--- src/rtl/mips_pkg.sv ---
// Shared MIPS front-end constants and types used by the instruction-fetch stage.
package mips_pkg;

    // Encoding of "sll $0,$0,0"; used as the bubble instruction.
    localparam logic [31:0] NOP              = 32'h0000_0000;
    // Every instruction is one 32-bit word.
    localparam logic [31:0] INSTR_BYTES      = 32'd4;
    // Default address the PC takes on reset.
    localparam logic [31:0] RESET_PC_DEFAULT = 32'h0000_0000;

    // Contents of the IF/ID pipeline register.
    typedef struct packed {
        logic [31:0] instr;
        logic [31:0] pc_plus4;
        logic        valid;
    } ifid_t;

    // Bubble value loaded into IF/ID on reset, flush or redirect.
    localparam ifid_t IFID_BUBBLE = '{instr: NOP, pc_plus4: 32'h0, valid: 1'b0};

    // Force a byte address onto a word boundary.
    function automatic logic [31:0] word_align(input logic [31:0] addr);
        return addr & ~32'h0000_0003;
    endfunction

endpackage

--- src/rtl/if_stage_adder.sv ---
// Plain 32-bit adder; the carry-out is dropped so the sum wraps modulo 2^32.
module if_stage_adder (
    input  logic [31:0] i_a,
    input  logic [31:0] i_b,
    output logic [31:0] o_sum
);

    assign o_sum = i_a + i_b;

endmodule

--- src/rtl/if_stage.sv ---
// Instruction-fetch stage: PC register, next-PC selection and the IF/ID
// pipeline register. Define IF_PERF_CNT_EN to add fetch/bubble counters.
module if_stage
    import mips_pkg::*;
#(
    parameter logic [31:0] RESET_PC = RESET_PC_DEFAULT
) (
    input  logic        clk,
    input  logic        rst_n,
    input  logic        stall,
    input  logic        flush,
    input  logic        redirect,
    input  logic [31:0] redirect_pc,
    input  logic [31:0] imem_rdata,
    output logic [31:0] imem_addr,
    output logic [31:0] ifid_instr,
    output logic [31:0] ifid_pc_plus4,
    output logic        ifid_valid
`ifdef IF_PERF_CNT_EN
    ,
    output logic [31:0] perf_fetch_cnt,
    output logic [31:0] perf_bubble_cnt
`endif
);

    logic [31:0] r_pc;
    logic [31:0] w_pc_next;
    logic [31:0] w_pc_plus4;
    logic [31:0] w_redirect_target;
    logic        w_bubble;
    logic        w_capture;
    ifid_t       r_ifid;
    ifid_t       w_ifid_next;

    // The fetch address is the PC register itself, no extra latency.
    assign imem_addr         = r_pc;
    assign w_redirect_target = word_align(redirect_pc);

    // A taken branch kills the word being fetched this cycle, as does flush.
    assign w_bubble  = flush | redirect;
    assign w_capture = ~w_bubble & ~stall;

    if_stage_adder u_pc_adder (
        .i_a   (r_pc),
        .i_b   (INSTR_BYTES),
        .o_sum (w_pc_plus4)
    );

    // Next PC: redirect beats stall because the branch is the older instruction.
    always_comb begin
        w_pc_next = w_pc_plus4;
        if (redirect) begin
            w_pc_next = w_redirect_target;
        end else if (stall) begin
            w_pc_next = r_pc;
        end
    end

    // Next IF/ID: bubble on flush/redirect, hold on stall, else capture the fetch.
    always_comb begin
        w_ifid_next = r_ifid;
        if (w_bubble) begin
            w_ifid_next = IFID_BUBBLE;
        end else if (!stall) begin
            w_ifid_next.instr    = imem_rdata;
            w_ifid_next.pc_plus4 = w_pc_plus4;
            w_ifid_next.valid    = 1'b1;
        end
    end

    // PC register.
    always_ff @(posedge clk or negedge rst_n) begin
        if (!rst_n) begin
            r_pc <= word_align(RESET_PC);
        end else begin
            r_pc <= w_pc_next;
        end
    end

    // IF/ID pipeline register.
    always_ff @(posedge clk or negedge rst_n) begin
        if (!rst_n) begin
            r_ifid <= IFID_BUBBLE;
        end else begin
            r_ifid <= w_ifid_next;
        end
    end

    assign ifid_instr    = r_ifid.instr;
    assign ifid_pc_plus4 = r_ifid.pc_plus4;
    assign ifid_valid    = r_ifid.valid;

`ifdef IF_PERF_CNT_EN
    logic [31:0] r_fetch_cnt;
    logic [31:0] r_bubble_cnt;

    // Count real captures and inserted bubbles; both wrap naturally.
    always_ff @(posedge clk or negedge rst_n) begin
        if (!rst_n) begin
            r_fetch_cnt  <= 32'h0;
            r_bubble_cnt <= 32'h0;
        end else begin
            if (w_capture) begin
                r_fetch_cnt <= r_fetch_cnt + 32'd1;
            end
            if (w_bubble) begin
                r_bubble_cnt <= r_bubble_cnt + 32'd1;
            end
        end
    end

    assign perf_fetch_cnt  = r_fetch_cnt;
    assign perf_bubble_cnt = r_bubble_cnt;
`else
    // Capture strobe only feeds the counters; keep it referenced otherwise.
    logic w_capture_unused;
    assign w_capture_unused = w_capture;
`endif

endmodule

--- config.mk ---
export PLATFORM = sky130hd
export DESIGN_NAME = if_stage
export DESIGN_NICKNAME = d
export VERILOG_FILES = /design/src/rtl/mips_pkg.sv /design/src/rtl/if_stage_adder.sv /design/src/rtl/if_stage.sv
export SDC_FILE = /design/constraint.sdc
export NUM_CORES = 1
export LEC_CHECK = 0
export CAP_MARGIN = 30
export CORE_MARGIN = 8
export CORE_UTILIZATION = 39
export CTS_BUF_LIST = sky130_fd_sc_hd__clkbuf_8
export CTS_CLUSTER_SIZE = 28
export DETAILED_ROUTE_END_ITERATION = 10
export GPL_TIMING_DRIVEN = 0
export PLACE_DENSITY = 0.7
export SYNTH_ARGS = -nofsm -noshare
export SYNTH_HDL_FRONTEND = slang
export SYNTH_SLANG_ARGS = --single-unit
--- constraint.sdc ---
create_clock -name clk -period 4.6 [get_ports clk]
set_input_delay 1.15 -clock clk [delete_from_list [all_inputs] [get_ports clk]]
set_output_delay 1.15 -clock clk [all_outputs]
set_load 0.005 [all_outputs]
Word-level counts from Yosys, hierarchy flattened

Index checks and enable logic that the tools add are counted.
Widths: inputs -> output; s select.

Bits in registers: 97
Bits in latches: 0
Memory bits (writable): 0
Memory bits (read-only): 0
Input bits: 69
Memories: 0

$add $sub $neg: 1
Multiply operators: 0
Div/mod/pow operators: 0
Magnitude comparators: 0
Equality and inequality tests: 2
Shift operators: 0
Multiplexer cells: 4
Bitwise gates (word level): 1
Reductions and logical operators: 0

Operators with widths:

| cell                  | count |
|---|---|
| $mux 65               | 2 |
| $mux 32               | 2 |
| $add 32x3->32 const B | 1 |
| $ne 2x1->1 const B    | 2 |
| $or 1x1->1            | 1 |

Logic depth before layout (Yosys ltp)

Gate-level depths: netlist of run 1.

Depth after elaboration: 3
Depth in mapped cells: 7
Gate-level depth less buffers: 5

Hierarchy

A second synthesis of run 1 with hierarchy kept.

Cell total of the unflattened synthesis: 587
Area total of the unflattened synthesis: 5828.1 µm²

Modules (own cells, without submodules):

| module         | times used | cells each | area an instance (µm²) |
|---|---|---|---|
| if_stage       | 1          | 351        | 4115.2 |
| if_stage_adder | 1          | 236        | 1712.9 |

Worst setup path before layout of run 1

No wires, ideal clock.

Path kind: input to register
From: input port stall
To: register r_ifid, in the netlist ifid_instr[10]
Setup time: 0.132 ns
Data arrival time: 2.422 ns
Slack: 2.046 ns
Cell stages on the path: 5
Path through: clkbuf_1 > clkbuf_1 > clkbuf_1 > mux2i_1 > nor2_1

Longest elaborated chain between the ends: 1

Ends and longest elaborated chain:

| element              | line           | text |
|---|---|---|
| start, declared      | if_stage.sv:10 | `input logic stall,` |
| $ne 2x1->1 (no line) | -              |  |
| end signal, assigned | if_stage.sv:85 | `r_ifid <= w_ifid_next;` |
| end, declared        | if_stage.sv:32 | `ifid_t r_ifid;` |

No other way between the ends.
A chain may end at the register's enable or synchronous reset.

Final worst setup path of run 1

From: input port stall
To: register r_ifid, in the netlist ifid_instr[17]

Same word-level chain as after synthesis.

==> flow_summary_export.csv, run 1 <==
group,metric,value,unit
sta,clock.fmax,364,MHz
global_routing,grt_use_total,19.8,%
cts,cts_sinks,93,
cts,cts_setup_buffers,0,
global_routing,grt_max_degree,71,
placement,post-place-ws,1.44,ns
worst_setup_path,cp_max_fo,10,
sta,max-slew-margin-rel,52.6,%
sta,slew_violations,0,
power_and_ir_drop,peakVddDrop,0.136,mV
worst_setup_path,worstPathArrival,2.99,ns
synth,yosys.area.top_type,"dfrtp_1",
synth,synth_warnings,0,
worst_setup_path,worstSetupPathType,"input pin to register",
routing,wirelength,15.5,mm
sta,min_period_over_period,59.8,%
floorplanning,initial_utilization,39.6,%
power_and_ir_drop,cellPowerDensity,277,mW/mm2
cts,clk_pin_slew_worst_paths,0.08,ns
worst_setup_path,worstSetupEndpointType,"register",
layout,multi_input_area,0.00215,mm2
synth,synth_edf_count,0,
layout,fin_util,56.6,%
global_routing,grt-ovfl-total,0,
sta,hold_violations,0,
cts,insertion_delay,0.37,ns
worst_setup_path,startpoint_type,"input pin",
routing,drc,0,
layout,diodes,0,
synth,seq_area_frac_synth,49.6,%
outcome,status,"completed",
synth,async_flop_share,100,%
synth,syn-cell-area,0.00470,mm2
sta,period_minus_slack,2.75,ns
sta,finalHoldWorstSlack,0.489,ns
routing,ant_nets,0,
hold_path,min_path_cells,1,
routing,viasPerCell,5.53,
layout,finalNetCount,736,
cts,cts_hold_buf,0,
placement,dp_hpwl,11.8,mm
floorplanning,fp.dieH,126,um
synth,synthFlopType,"dfrtp_1",
cts,cts_tree,"built",
routing,drt-initial-drc-count,401,
synth,synth.avg_cell_area,9.52,um2
floorplanning,die_area,0.0158,mm2
floorplanning,io_pins,166,
sta,tightest_slew,0.711,ns
cts,cts-htree-levels,3,
floorplanning,coreArea,0.0119,mm2
routing,first_pass_iters,5,
synth,ys_seq_elements,93,
synth,synthCells,493,
synth,synthTopCellsByArea,"dfrtp_1 (50%), mux2i_1 (6.8%), o21ai_0 (5.0%), nor2_1 (4.2%), a31oi_1 (3.9%)",
cts,clock-root-buffer,"clkbuf_8",
synth,synthDistinctLibCells,41,
routing,routed-via-count,4524,
sta,rsz0062_at_grt,"no",
global_routing,grt_pass1_wl,25.1,mm
floorplanning,rows,40,
layout,regArea,0.00233,mm2
layout,drive_gt1_share,6.11,%
layout,num-fill-cells,1076,
layout,syn2layout_area_growth,42.9,%
global_routing,antenna_found_initial,0,
global_routing,grt_pass1_vias,4684,
placement,portBuffers,158,
run,max-cap-violations,0,
routing,detail_route.wl_per_cell,18.9,um
cts,ctsResizeCount,0,
synth,yosysTopAreaCellShare,49.6,%
sta,final.setup.tns,0,ns
power_and_ir_drop,leakagePower,0.00271,uW
cts,cts_buffers,9,
floorplanning,die_w,126,um
placement,gp_congestion,0.888,
worst_setup_path,critPathRequiredTime,4.84,ns
sta,fin_ws,1.85,ns
worst_setup_path,r2r.worst_path.cells,7,
cts,clock_path_buffers,2,
sta,setup_viol,0,
sta,clock-skew-final,0.00744,ns
hold_path,min_path_type,"register to register",
==> synth_stat cells (2+ instances only) <==
library cell / instances
nor2b_1: 2
nor2_1: 53
nor4_1: 2
or4_2: 2
a21oi_1: 15
or3_2: 2
buf_4: 7
or3_1: 8
and4_1: 3
o31ai_1: 20
or4_1: 24
inv_1: 5
o21ai_0: 47
a31oi_1: 29
nand4_1: 13
xnor2_1: 12
mux2i_1: 32
dfrtp_1: 93
nor3_1: 4
nand3_1: 15
o211ai_1: 4
buf_2: 8
nand2_1: 38
xor2_1: 9
and3_1: 4
clkbuf_1: 27
==> cell usage in the layout, fill, tap and decap left out, drive strengths merged <==
cell	netlist	routed
a21boi	1	1
xnor2	12	12
or3	10	10
clkinvlp	0	1
and2	2	2
nor3	4	4
o31ai	20	20
mux2i	32	32
xor2	9	9
or2	1	1
dfrtp	93	93
nand4	14	14
o31a	2	2
bufinv	0	1
nor2	53	53
inv	5	6
nor4	2	2
and4	4	4
clkbuf	27	39
nor2b	2	2
nand2	38	38
and3b	1	1
clkdlybuf4s50	0	157
o21ai	47	47
clkinv	0	1
a21oi	15	15
buf	17	19
a211oi	1	1
conb	1	4
o21a	1	1
or4	26	26
ha	1	1
o211ai	4	4
and3	4	4
a31oi	29	29
nand3	15	15
==> logic make-up after synthesis <==
kind of cell    count (synthesis)  share of synthesized area (%)
compound gates                120                           15.2
xor+xnor                       21                           3.92
fa+ha+maj                       1                          0.266
buf+inv                        49                           4.85
flops                          93                           49.6
mux                            32                           6.82
other cells                     1                         0.0799
simple gates                  176                           19.3
==> where the power goes <==
group	total, uW	switching (uW)	internal [uW]
logic	364	165	199
clock network	579	286	293
registers	918	56.3	862
total	1860	508	1350
==> registers in the layout, summed over array words and instances (netlist names) <==
name / count
imem_addr: 30
ifid_instr: 32
ifid_valid: 1
ifid_pc_plus4: 30
==> worst paths after layout <==
kind,slack [ns],endpoint,start
setup / recovery,1.85,ifid_instr[17]$_DFFE_PN0P_,stall
hold / removal,0.49,ifid_valid$_DFFE_PN0P_,ifid_valid$_DFFE_PN0P_
setup reg to reg,2.08,ifid_pc_plus4[14]$_DFFE_PN0P_,imem_addr[2]$_DFFE_PN0N_
hold reg to reg,0.49,ifid_valid$_DFFE_PN0P_,ifid_valid$_DFFE_PN0P_
max in group asynchronous,3.26,ifid_pc_plus4[10]$_DFFE_PN0P_,rst_n
min in group asynchronous,0.68,ifid_pc_plus4[26]$_DFFE_PN0P_,rst_n
==> worst max-delay path, stage by stage <==
cell,delay [ns]
clkbuf_1,0.37
clkbuf_1,0.52
clkbuf_1,0.61
mux2i_1,0.27
nor2_1,0.06
==> layout make-up <==
type / instances / area share (%)
sequential: 93 / 34.7
multi-input combinational: 354 / 32.1
timing repair buffer: 159 / 23.9
buffer: 44 / 3.11
tap: 147 / 2.74
clock buffer: 12 / 2.46
clock inverter: 4 / 0.690
inverter: 5 / 0.280
==> per-stage QoR <==
| step | cells | area (um2) | power (uW) |
|---|---|---|---|
| 2_1_floorplan | 496 | 4710 | 1070 |
| 3_3_place_gp | 801 | 6470 | 1290 |
| 3_5_place_dp | 802 | 6500 | 1300 |
| 4_1_cts | 818 | 6710 | 1880 |
| 5_1_grt | 818 | 6710 | 1950 |
| 6_report | 818 | 6710 | 1860 |
==> layer usage <==
layer | GRT usage [%] | up-vias | wire, um
met1 | 22.5 | 2170 | 6120
li1 | - | 2134 | -
met5 | 0 | - | 0
met4 | 6.72 | 0 | 253
met2 | 32.4 | 199 | 7190
met3 | 9.11 | 21 | 1920
Note: power is estimated with default switching activity, not from simulation.
==> run 2, diff against run 1 <==
Clock period 4.6 ns to 2.8 ns, I/O delays scaled along.
==> results of run 2 <==
Same layout as run 1 (identical final DEF). Status: completed.
Main changes from that run: setup slack after placement 1.44 ns -> 0.0926 ns; clock-pin slew on the worst setup and hold paths 0.08 ns -> 0.09 ns; setup slack after layout 1.85 ns -> 0.281 ns; hold slack 0.489 ns -> 0.226 ns; start point of the critical path stall -> imem_addr[2]$_DFFE_PN0N_; end point of the critical path ifid_instr[17]$_DFFE_PN0P_ -> ifid_pc_plus4[14]$_DFFE_PN0P_; register-to-register setup slack 2.08 ns -> 0.28 ns; total power 1860 uW -> 3060 uW; worst IR drop on VDD 0.136 mV -> 0.224 mV
==> run 3, diff against run 2 <==
Settings changed: MAX_ROUTING_LAYER from default to met4.
==> flow_summary_export.csv, run 3 (synthesis results as in run 1) <==
group,metric,value,unit
power_and_ir_drop,peakVddDrop,0.224,mV
hold_path,min_path_type,"input pin to asynchronous set/reset pin",
sta,clock-skew-final,0.0101,ns
placement,gp_congestion,0.903,
layout,fin_area,0.00671,mm2
sta,final.setup.tns,0,ns
worst_setup_path,worstPathArrival,2.81,ns
power_and_ir_drop,cellPowerDensity,455,mW/mm2
global_routing,grt_use_total,20.4,%
global_routing,antenna_found_initial,0,
sta,setup_viol,0,
sta,period_minus_slack,2.51,ns
sta,tightest_slew,0.712,ns
global_routing,grt_pass1_wl,25.0,mm
floorplanning,die_w,126,um
layout,most-common-layout-cells,"clkdlybuf4s50_1 (157), dfrtp_1 (93), nor2_1 (53)",
routing,wirelength,15.5,mm
layout,syn2layout_area_growth,42.9,%
cts,clk_pin_slew_worst_paths,0.09,ns
floorplanning,initial_utilization,39.6,%
cts,ctsResizeCount,0,
cts,clock-root-buffer,"clkbuf_8",
floorplanning,io_pins,166,
floorplanning,coreArea,0.0119,mm2
sta,max-slew-margin-rel,52.5,%
sta,slew_violations,0,
worst_setup_path,worstSetupPathType,"register to register",
layout,largest_reg_flops,32,
cts,cts_sinks,93,
worst_setup_path,worstSetupEndpointType,"register",
cts,insertion_delay,0.37,ns
run,max-cap-violations,0,
floorplanning,die_area,0.0158,mm2
routing,drc,0,
sta,clock.fmax,399,MHz
cts,cts_tree,"built",
sta,rsz0062_at_grt,"no",
floorplanning,fp.dieH,126,um
placement,placed_cell_area,0.00650,mm2
placement,dp_hpwl,11.8,mm
power_and_ir_drop,leakagePower,0.00271,uW
worst_setup_path,cp_max_fo,10,
cts,cts-htree-levels,3,
routing,drt-initial-drc-count,443,
cts,clock_path_buffers,2,
layout,final_common_cell,"clkdlybuf4s50_1",
sta,hold_violations,0,
cts,cts_buffers,9,
layout,diodes,0,
routing,detail_route.wl_per_cell,18.9,um
placement,portBuffers,158,
sta,min_period_over_period,89.6,%
global_routing,grt_pass1_vias,4698,
global_routing,grt-ovfl-total,0,
cts,cts_hold_buf,0,
routing,first_pass_iters,5,
routing,viasPerCell,5.53,
sta,finalHoldWorstSlack,0.225,ns
layout,finalNetCount,736,
floorplanning,rows,40,
outcome,status,"completed",
global_routing,grt_max_degree,71,
routing,routed-via-count,4525,
layout,drive_gt1_share,6.11,%
routing,ant_nets,0,
cts,cts_setup_buffers,0,
worst_setup_path,critPathRequiredTime,3.10,ns
worst_setup_path,startpoint_type,"register",
==> run 3: cell counts in the layout (fill, tap and decap cells not counted) <==
Identical to the previous run, type by type.
==> run 3: final timing paths <==
path / start / to / slack (ns) / cells after the start
setup / recovery: imem_addr[2]$_DFFE_PN0N_ / ifid_pc_plus4[14]$_DFFE_PN0P_ / 0.29 / 7
hold / removal: rst_n / imem_addr[28]$_DFFE_PN0N_ / 0.23 / 1
setup reg to reg: imem_addr[2]$_DFFE_PN0N_ / ifid_pc_plus4[14]$_DFFE_PN0P_ / 0.29 / 7
hold reg to reg: ifid_valid$_DFFE_PN0P_ / ifid_valid$_DFFE_PN0P_ / 0.49 / 1
max in group asynchronous: rst_n / ifid_pc_plus4[10]$_DFFE_PN0P_ / 1.91 / 2
min in group clk: ifid_valid$_DFFE_PN0P_ / ifid_valid$_DFFE_PN0P_ / 0.49 / 1
==> run 3: stage by stage <==
stage | util (%) | setup WS [ns] | total power, uW | instances
global placement | 54.6 | -2.45 | 2120 | 801
global route | 56.6 | 0.0765 | 3200 | 818
CTS | 56.6 | 0.289 | 3090 | 818
floorplan | - | 0.696 | 1760 | 496
detailed placement | 54.8 | 0.0926 | 2140 | 802
finish | 56.6 | 0.291 | 3050 | 818
==> run 3: cell type report <==
cell class | count | area [um2]
clock inverters | 4 | 46.3
repair buffers | 159 | 1610
flip-flops and latches | 93 | 2330
clock buffers | 12 | 165
multi-input cells | 354 | 2150
fillers | 1076 | 5150
plain buffers | 44 | 209
inverters | 5 | 18.8
well taps | 147 | 184
==> run 3: worst max-delay path: stages (launching register included) <==
cell and delay (ns):
dfrtp_1 0.49, ha_1 0.26, and3_1 0.17, clkbuf_1 0.25
nand4_1 0.31, clkbuf_1 0.33, or3_2 0.47, a31oi_1 0.16
==> run 3: metal layers <==
layer / vias up / global-route usage [%] / share of wire, %
met5: - / - / 0
met4: 0 / 6.72 / 1.7
met3: 21 / 7.93 / 11
met2: 195 / 32.4 / 46
met1: 2179 / 23.3 / 41
li1: 2130 / - / -
==> run 3: power by group <==
| group | total [uW] | switching (uW) | leakage (uW) | internal [uW] |
|---|---|---|---|---|
| Clock | 949 | 468 | 0.000110 | 482 |
| Combinational | 597 | 271 | 0.00139 | 326 |
| Sequential | 1510 | 92.5 | 0.00121 | 1420 |
| Total | 3050 | 831 | 0.00271 | 2220 |
